===== src/rtl/add_multicycle_if.sv =====
// -----------------------------------------------------------------------------
// add_multicycle_if
//   Bundles the START/BUSY/DONE handshake, the operands and the result flags
//   of the multi-cycle adder/subtractor.
//
//   Parameter:
//     WIDTH  operand/result width in bits
//
//   Signals:
//     start  request, sampled by the adder only in its IDLE or DONE state
//     sub    0: in1+in2, 1: in1-in2 (sampled with start)
//     in1    operand A (sampled with start)
//     in2    operand B (sampled with start)
//     busy   high while chunks are being processed
//     done   one-cycle pulse, res/cf/z are new in this cycle
//     res    result, held until the next completion
//     cf     carry out (subtract: 1 = no borrow)
//     z      1 when res == 0
//     v, n   signed overflow / sign of res, present only when the macro
//            ADD_OVF_FLAGS_EN is defined
//
//   Modports:
//     master  the controller issuing operations
//     slave   the adder itself
// -----------------------------------------------------------------------------
interface add_multicycle_if #(
    parameter int WIDTH = 16
);
    logic             start;
    logic             sub;
    logic [WIDTH-1:0] in1;
    logic [WIDTH-1:0] in2;
    logic             busy;
    logic             done;
    logic [WIDTH-1:0] res;
    logic             cf;
    logic             z;
`ifdef ADD_OVF_FLAGS_EN
    logic             v;
    logic             n;

    modport master (
        output start, sub, in1, in2,
        input  busy, done, res, cf, z, v, n
    );

    modport slave (
        input  start, sub, in1, in2,
        output busy, done, res, cf, z, v, n
    );
`else
    modport master (
        output start, sub, in1, in2,
        input  busy, done, res, cf, z
    );

    modport slave (
        input  start, sub, in1, in2,
        output busy, done, res, cf, z
    );
`endif
endinterface


===== src/rtl/add_multicycle.sv =====
// -----------------------------------------------------------------------------
// add_multicycle
//   Parametrised multi-cycle adder/subtractor. Each accepted operation is
//   processed CHUNK bits per clock with a registered carry; the full result and
//   its flags are latched only on the final chunk, so partial sums never reach
//   the outputs. A DONE cycle may accept the next START, giving one operation
//   every NCYC+1 cycles.
//
//   Parameters:
//     WIDTH  operand/result width (>= 2)
//     CHUNK  bits added per cycle; must divide WIDTH
//
//   Ports:
//     clk_i  clock, all logic on the rising edge
//     rst_i  synchronous reset, active-high, priority over everything
//     bus    add_multicycle_if.slave (start/sub/in1/in2 in,
//            busy/done/res/cf/z out)
//
//   Optional feature (macro ADD_OVF_FLAGS_EN):
//     when defined, the interface carries v (signed overflow = carry into MSB
//     xor carry out of MSB) and n (res MSB), both registered with res.
// -----------------------------------------------------------------------------
module add_multicycle #(
    parameter int WIDTH = 16,
    parameter int CHUNK = 4
) (
    input  logic            clk_i,
    input  logic            rst_i,
    add_multicycle_if.slave bus
);

    localparam int NCYC = WIDTH / CHUNK;
    localparam int IDXW = (NCYC > 1) ? $clog2(NCYC) : 1;

    // Reject configurations whose chunking does not tile the operand exactly.
    generate
        if ((WIDTH < 2) || (CHUNK < 1) || (CHUNK > WIDTH) || ((WIDTH % CHUNK) != 0)) begin : g_bad_cfg
            $error("add_multicycle: CHUNK must divide WIDTH and WIDTH must be >= 2");
        end
    endgenerate

    typedef enum logic [1:0] {
        ST_IDLE = 2'b00,
        ST_BUSY = 2'b01,
        ST_DONE = 2'b10
    } state_t;

    state_t           state_q, state_d;
    logic [WIDTH-1:0] a_q, a_d;
    logic [WIDTH-1:0] b_q, b_d;
    logic             carry_q, carry_d;
    logic [IDXW-1:0]  idx_q, idx_d;
    logic [WIDTH-1:0] sum_q, sum_d;
    logic [WIDTH-1:0] res_q, res_d;
    logic             cf_q, cf_d;
    logic             z_q, z_d;
    logic             busy_q, busy_d;
    logic             done_q, done_d;
`ifdef ADD_OVF_FLAGS_EN
    logic             v_q, v_d;
    logic             n_q, n_d;
    logic             msb_cin_s;
`endif

    logic [31:0]      shamt_s;
    logic [CHUNK-1:0] a_chunk_s;
    logic [CHUNK-1:0] b_chunk_s;
    logic [CHUNK:0]   chunk_add_s;
    logic [CHUNK-1:0] s_chunk_s;
    logic [WIDTH-1:0] chunk_mask_s;
    logic [WIDTH-1:0] s_wide_s;
    logic [WIDTH-1:0] sum_upd_s;
    logic             last_s;
    logic             capture_s;

    // Chunk slice: select the current CHUNK bits by shifting, add with carry,
    // and merge the partial sum back into its slot of the sum register.
    always_comb begin
        shamt_s      = 32'(idx_q) * 32'(CHUNK);
        a_chunk_s    = CHUNK'(a_q >> shamt_s);
        b_chunk_s    = CHUNK'(b_q >> shamt_s);
        chunk_add_s  = {1'b0, a_chunk_s} + {1'b0, b_chunk_s} + {{CHUNK{1'b0}}, carry_q};
        s_chunk_s    = chunk_add_s[CHUNK-1:0];
        chunk_mask_s = WIDTH'({CHUNK{1'b1}});
        s_wide_s     = WIDTH'(s_chunk_s);
        sum_upd_s    = (sum_q & ~(chunk_mask_s << shamt_s)) | (s_wide_s << shamt_s);
        last_s       = (idx_q == IDXW'(NCYC - 1));
    end

`ifdef ADD_OVF_FLAGS_EN
    // Carry into the MSB recovered from the top bit of the last chunk:
    // s = a ^ b ^ cin for a single bit position.
    always_comb begin
        msb_cin_s = a_chunk_s[CHUNK-1] ^ b_chunk_s[CHUNK-1] ^ s_chunk_s[CHUNK-1];
    end
`endif

    // FSM next state, operand capture, chunk accumulation and completion latch.
    always_comb begin
        state_d   = state_q;
        a_d       = a_q;
        b_d       = b_q;
        carry_d   = carry_q;
        idx_d     = idx_q;
        sum_d     = sum_q;
        res_d     = res_q;
        cf_d      = cf_q;
        z_d       = z_q;
        capture_s = 1'b0;
`ifdef ADD_OVF_FLAGS_EN
        v_d       = v_q;
        n_d       = n_q;
`endif

        case (state_q)
            ST_IDLE: begin
                if (bus.start) begin
                    capture_s = 1'b1;
                    state_d   = ST_BUSY;
                end else begin
                    state_d   = ST_IDLE;
                end
            end
            ST_BUSY: begin
                // START is deliberately not looked at here.
                sum_d   = sum_upd_s;
                carry_d = chunk_add_s[CHUNK];
                idx_d   = idx_q + IDXW'(1);
                if (last_s) begin
                    state_d = ST_DONE;
                    res_d   = sum_upd_s;
                    cf_d    = chunk_add_s[CHUNK];
                    z_d     = (sum_upd_s == {WIDTH{1'b0}});
`ifdef ADD_OVF_FLAGS_EN
                    v_d     = msb_cin_s ^ chunk_add_s[CHUNK];
                    n_d     = sum_upd_s[WIDTH-1];
`endif
                end else begin
                    state_d = ST_BUSY;
                end
            end
            ST_DONE: begin
                if (bus.start) begin
                    capture_s = 1'b1;
                    state_d   = ST_BUSY;
                end else begin
                    state_d   = ST_IDLE;
                end
            end
            default: begin
                state_d = ST_IDLE;
            end
        endcase

        // Subtraction is A + ~B + 1: invert B once here and seed the carry.
        if (capture_s) begin
            a_d     = bus.in1;
            b_d     = bus.sub ? ~bus.in2 : bus.in2;
            carry_d = bus.sub;
            idx_d   = {IDXW{1'b0}};
            sum_d   = {WIDTH{1'b0}};
        end else begin
            a_d     = a_d;
        end

        busy_d = (state_d == ST_BUSY);
        done_d = (state_d == ST_DONE);
    end

    // State and datapath registers with synchronous reset.
    always_ff @(posedge clk_i) begin
        if (rst_i) begin
            state_q <= ST_IDLE;
            a_q     <= {WIDTH{1'b0}};
            b_q     <= {WIDTH{1'b0}};
            carry_q <= 1'b0;
            idx_q   <= {IDXW{1'b0}};
            sum_q   <= {WIDTH{1'b0}};
            res_q   <= {WIDTH{1'b0}};
            cf_q    <= 1'b0;
            z_q     <= 1'b0;
            busy_q  <= 1'b0;
            done_q  <= 1'b0;
`ifdef ADD_OVF_FLAGS_EN
            v_q     <= 1'b0;
            n_q     <= 1'b0;
`endif
        end else begin
            state_q <= state_d;
            a_q     <= a_d;
            b_q     <= b_d;
            carry_q <= carry_d;
            idx_q   <= idx_d;
            sum_q   <= sum_d;
            res_q   <= res_d;
            cf_q    <= cf_d;
            z_q     <= z_d;
            busy_q  <= busy_d;
            done_q  <= done_d;
`ifdef ADD_OVF_FLAGS_EN
            v_q     <= v_d;
            n_q     <= n_d;
`endif
        end
    end

    assign bus.busy = busy_q;
    assign bus.done = done_q;
    assign bus.res  = res_q;
    assign bus.cf   = cf_q;
    assign bus.z    = z_q;
`ifdef ADD_OVF_FLAGS_EN
    assign bus.v    = v_q;
    assign bus.n    = n_q;
`endif

endmodule


===== src/flat_wrapper.sv =====
// flat-port wrapper written by rule: the top's interface ports become plain ports
module add_multicycle_flat 
#(
    parameter int WIDTH = 16,
    parameter int CHUNK = 4
)
  (clk_i, rst_i, bus_start, bus_sub, bus_in1, bus_in2, bus_busy, bus_done, bus_res, bus_cf, bus_z);
  add_multicycle_if #(.WIDTH(WIDTH)) bus_i ();
  input  logic clk_i;
  input  logic rst_i;
  input wire logic [$bits(bus_i.start)-1:0] bus_start;
  input wire logic [$bits(bus_i.sub)-1:0] bus_sub;
  input wire logic [$bits(bus_i.in1)-1:0] bus_in1;
  input wire logic [$bits(bus_i.in2)-1:0] bus_in2;
  output wire logic [$bits(bus_i.busy)-1:0] bus_busy;
  output wire logic [$bits(bus_i.done)-1:0] bus_done;
  output wire logic [$bits(bus_i.res)-1:0] bus_res;
  output wire logic [$bits(bus_i.cf)-1:0] bus_cf;
  output wire logic [$bits(bus_i.z)-1:0] bus_z;
  assign bus_i.start = bus_start;
  assign bus_i.sub = bus_sub;
  assign bus_i.in1 = bus_in1;
  assign bus_i.in2 = bus_in2;
  assign bus_busy = bus_i.busy;
  assign bus_done = bus_i.done;
  assign bus_res = bus_i.res;
  assign bus_cf = bus_i.cf;
  assign bus_z = bus_i.z;
  add_multicycle #(.WIDTH(WIDTH), .CHUNK(CHUNK)) u_core (.clk_i(clk_i), .rst_i(rst_i), .bus(bus_i));
endmodule

===== config.mk =====
export PLATFORM = sky130hd
export DESIGN_NAME = add_multicycle_flat
export DESIGN_NICKNAME = d
export VERILOG_FILES = /design/src/rtl/add_multicycle_if.sv /design/src/rtl/add_multicycle.sv /design/src/flat_wrapper.sv
export SDC_FILE = /design/constraint.sdc
export NUM_CORES = 1
export LEC_CHECK = 0
export ABC_AREA = 1
export CORE_MARGIN = 3
export CORE_UTILIZATION = 47
export CTS_BUF_LIST = sky130_fd_sc_hd__clkbuf_2 sky130_fd_sc_hd__clkbuf_4 sky130_fd_sc_hd__clkbuf_8
export DETAILED_ROUTE_END_ITERATION = 12
export PLACE_DENSITY = 0.81
export SLEW_MARGIN = 20
export SYNTH_ARGS = -nofsm -noshare
export SYNTH_HDL_FRONTEND = slang
export SYNTH_SLANG_ARGS = --single-unit

===== constraint.sdc =====
create_clock -name clk_i -period 2.5 [get_ports clk_i]
set_input_delay 0.25 -clock clk_i [delete_from_list [all_inputs] [get_ports clk_i]]
set_output_delay 0.25 -clock clk_i [all_outputs]
set_load 0.01 [all_outputs]

==> flow_summary.yaml <==
worst_setup_path:
  rr_startpoint: "u_core.idx_q[0]$_SDFFE_PP0N_"
  critPathArrivalTime_ns: 2.68
  critical_path_buf_inv_count: 4
  crit_path_cell_trace: "buf_6 > nor2_4 > inv_2 > a32oi_2 > inv_1 > fa_2 > inv_2 > nand3_2 > nand2_1 > nor2_1 > nand2_1 > nor2_1 > nand2_1 > nor2_1 > nor2_1 > nor2_1"
  cp_slowest_cell: "sky130_fd_sc_hd__fa_2"
  worstReg2RegEnd: "u_core.bus.z$_SDFFE_PP0P_"
  timing.critical_path.mode_cell: "sky130_fd_sc_hd__nor2_1"
  reg2reg_setup_slack_ns: 0.11
  critical_path.top_delay_family: "simple AND/OR/NAND/NOR gates"
  worst_r2r_path_depth: 16
  worst_setup_path_start_kind: "flip-flop"
  critPathLaunch: "u_core.idx_q[0]$_SDFFE_PP0N_"
  timing.critical_path.required_ns: 2.79
  worstPathMaxFanout: 8
  endpoint_kind: "flip-flop"
  worst-path-stages: 16
  critical_setup_path_class: "flip-flop to flip-flop"
  biggest_cell_delay_along_the_critical_path_ns: 0.63
  crit_path_end: "u_core.bus.z$_SDFFE_PP0P_"
detailed_routing:
  drc: 0
  postRouteWirelength_um: 7960
  drtPass1Iterations: 5
  wire_per_inst_um: 13.0
  drt_first_iter_violations: 236
  antenna_violating_nets_post_route: 0
  vias: 3117
  route.detailed.vias_per_inst: 5.11
die:
  std_cell_rows: 30
  floorplan.die.height_um: 90.5
  dieArea_mm2: 0.00818
  start_util_pct: 48.8
  fp.coreArea_mm2: 0.00687
  floorplan.io_pins: 56
  die_w_um: 90.5
synthesis:
  synth_top_family_by_area: "simple AND/OR/NAND/NOR gates"
  netlist-cell-type-count: 29
  yosys-mux-area-fraction_pct: 0
  synthSimpleGateAreaFrac_pct: 20.7
  post_synthesis_compound_gate_area_fraction_pct: 19.1
  synth-xor-area-share_pct: 4.18
  synth_instances: 453
  yosysSeqAreaShare_pct: 43.0
  yosys_most_used_dff: "sky130_fd_sc_hd__dfxtp_1"
  synth_warnings: 0
  post_synth_instance_area_mm2: 0.00335
  mappedNetlistNets: 498
  synth-seq-cells: 72
  synth_fa_ha_area_share_pct: 3.81
  post_synth.cell_area_avg_um2: 7.40
  synth_area_leader_cell: "sky130_fd_sc_hd__dfxtp_1"
  async_reset_ff_share_pct: 0
  synthTopCellsByArea: "sky130_fd_sc_hd__dfxtp_1 43%, sky130_fd_sc_hd__o21ai_0 9.1%, sky130_fd_sc_hd__nor2_1 8.7%"
  synth.top_cell.area_share_pct: 43.0
  synth_edf_count: 0
sta:
  actual_transition_at_the_worst_max_transition_pin_ns: 0.700
  hold_ws_ns: 0.475
  final-hold-violation-count: 0
  rsz_0062_raised_after_global_routing: "yes"
  totalNegativeSetupSlack_ns: 0
  remaining_max_slew_budget_at_the_tightest_pin_pct: 53.3
  skew_ns: 0.00867
  fmaxAchievable_mhz: 418
  final_setup_viols: 0
  post-route-period-util_pct: 95.7
  post-route-min-period_ns: 2.39
  final_max_slew_viol_count: 0
power:
  pwr-share-comb_pct: 22.3
  power.leakage_nw: 1.78
  vdd.ir_drop.worst_uv: 343
  clock_power_share_pct: 29.2
  switching_share_of_power_pct: 29.8
  power_density_mw_per_mm2: 605
  pwr-share-seq_pct: 48.5
  power.internal_mw: 1.82
  net-switching-power_mw: 0.771
clock_tree:
  tritoncts: "built"
  clock_tree.buffer_depth: 2
  cts.clk_slew.worst_paths_ns: 0.07
  clk-insertion-delay-late_ns: 0.35
  ctsRootBufferMaster: "sky130_fd_sc_hd__clkbuf_8"
  cts.sinks: 72
  h-tree-depth: 3
  cts_inserted_buffers: 9
global_routing:
  number_of_global_route_vias_before_repair: 2855
  number_of_antenna_violations_at_the_first_check_in_global_routing: 0
  first_pass_grt_wire_length_um: 13000
  grt_usage_pct: 19.5
  global_route.overflow_total: 0
  grt_start_max_net_pins: 51
run:
  drv.max_cap_violation_count: 0
cells_and_area:
  nets: 557
  fillers: 623
  area_growth_pct: 27.7
  finish.cell_count_without_fillers: 610
  antenna_cells: 0
  utilization_pct: 62.3
  most-common-layout-cells: "75 x sky130_fd_sc_hd__nor2_1, 70 x sky130_fd_sc_hd__dfxtp_1, 57 x sky130_fd_sc_hd__o21ai_0"
  layout_commonest_cell: "sky130_fd_sc_hd__nor2_1"
  final_layout_size_suffix_gt1_share_pct: 14.0
min_path:
  min-delay-path-class: "flip-flop to flip-flop"
  hold_start: "u_core.bus.res[5]$_SDFFE_PP0P_"
place:
  post-place-cells: 591
  place.port_buffers: 55
  global_placement_routability_congestion: 0.902
  place_hpwl_um: 5530
status:
  run_status: "finished, final reports clean"
-- worst min-delay path by stage --
stage          depth (start not counted)  slack (ns)                             end
6_report                               2        0.47  u_core.bus.res[5]$_SDFFE_PP0P_
5_1_grt                                2        0.49  u_core.bus.res[2]$_SDFFE_PP0P_
4_1_cts                                2        0.48   u_core.sum_q[12]$_SDFFE_PP0N_
3_5_place_dp                           2        0.46  u_core.bus.res[5]$_SDFFE_PP0P_
3_3_place_gp                           2        0.45   u_core.sum_q[12]$_SDFFE_PP0N_
2_1_floorplan                          1        0.32      u_core.bus.busy$_SDFF_PP0_
-- registers in the layout, indices dropped and copies added (netlist names) --
| name | cells |
|---|---|
| u_core.a_q | 16 |
| u_core.sum_q | 15 |
| u_core.idx_q | 2 |
| u_core.bus.busy | 1 |
| u_core.bus.z | 1 |
| u_core.bus.res | 16 |
| u_core.b_q | 16 |
| u_core.carry_q | 1 |
| u_core.bus.done | 1 |
| u_core.state_q | 2 |
| u_core.bus.cf | 1 |
-- metrics by stage --
step,worst slack (ns),cell area (µm²),total power [mW]
after floorplan,0.000407,3390,1.64
after global placement,0.0579,4000,1.79
after detailed placement,-0.0156,4000,1.80
after CTS,0.0316,4150,2.55
after global routing,-0.0797,4280,2.74
final,0.108,4280,2.59
-- kinds of logic (layout without fill, tap and decap cells) --
group / after synthesis / in the layout
AND/OR/NAND/NOR: 168 / 168
adder cells (fa/ha/maj): 9 / 9
XOR/XNOR: 16 / 16
flip-flops: 72 / 72
buffers and inverters: 68 / 129
AO/OA/AOI/OAI: 120 / 120
-- worst min-delay path: stages (launching register included) --
cell	delay (ns)
sky130_fd_sc_hd__dfxtp_1	0.31
sky130_fd_sc_hd__nand3_1	0.07
sky130_fd_sc_hd__nand2_1	0.05
-- power by group through the flow --
stage	clock network (mW)	logic (mW)	registers, mW
floorplan	0	0.380	1.26
global placement	0	0.513	1.28
detailed placement	0	0.524	1.28
CTS	0.769	0.526	1.25
global route	0.827	0.649	1.26
finish	0.756	0.577	1.26
-- routing by layer --
metal | routed length [µm] | vias up | global-route usage [%]
li1 | - | 1599 | -
met1 | 3600 | 1404 | 24.2
met3 | 448 | 14 | 6.00
met4 | 113 | 0 | 3.95
met5 | 0 | - | 0
met2 | 3800 | 100 | 33.5
-- cells in the mapped netlist (6+ instances only) --
cell type and count:
sky130_fd_sc_hd__dfxtp_1 72, sky130_fd_sc_hd__nand3_1 23, sky130_fd_sc_hd__xnor2_1 16, sky130_fd_sc_hd__o21ai_1 7
sky130_fd_sc_hd__o21ai_0 61, sky130_fd_sc_hd__inv_1 33, sky130_fd_sc_hd__clkbuf_1 7, sky130_fd_sc_hd__a21oi_1 34
sky130_fd_sc_hd__ha_1 7, sky130_fd_sc_hd__buf_2 15, sky130_fd_sc_hd__o22ai_1 6, sky130_fd_sc_hd__nor2_1 78
sky130_fd_sc_hd__inv_2 6, sky130_fd_sc_hd__nand2_1 59
-- what timing repair did --
action	4_1_cts	5_1_grt
hold buffers	0	0
pin swaps	0	12
resized for setup	1	28
endpoints found under the setup margin	1	7
buffers inserted	0	6
-- layout make-up --
cell class | count | area (µm²) | share of cell area [%]
clock inverters | 2 | 10.0 | 0.234
well taps | 96 | 120 | 2.81
clock buffers | 11 | 139 | 3.24
multi-input cells | 313 | 1680 | 39.3
repair buffers | 76 | 723 | 16.9
inverters | 40 | 158 | 3.68
flip-flops and latches | 72 | 1450 | 33.8
No activity file was read; power rests on OpenSTA's default activity.
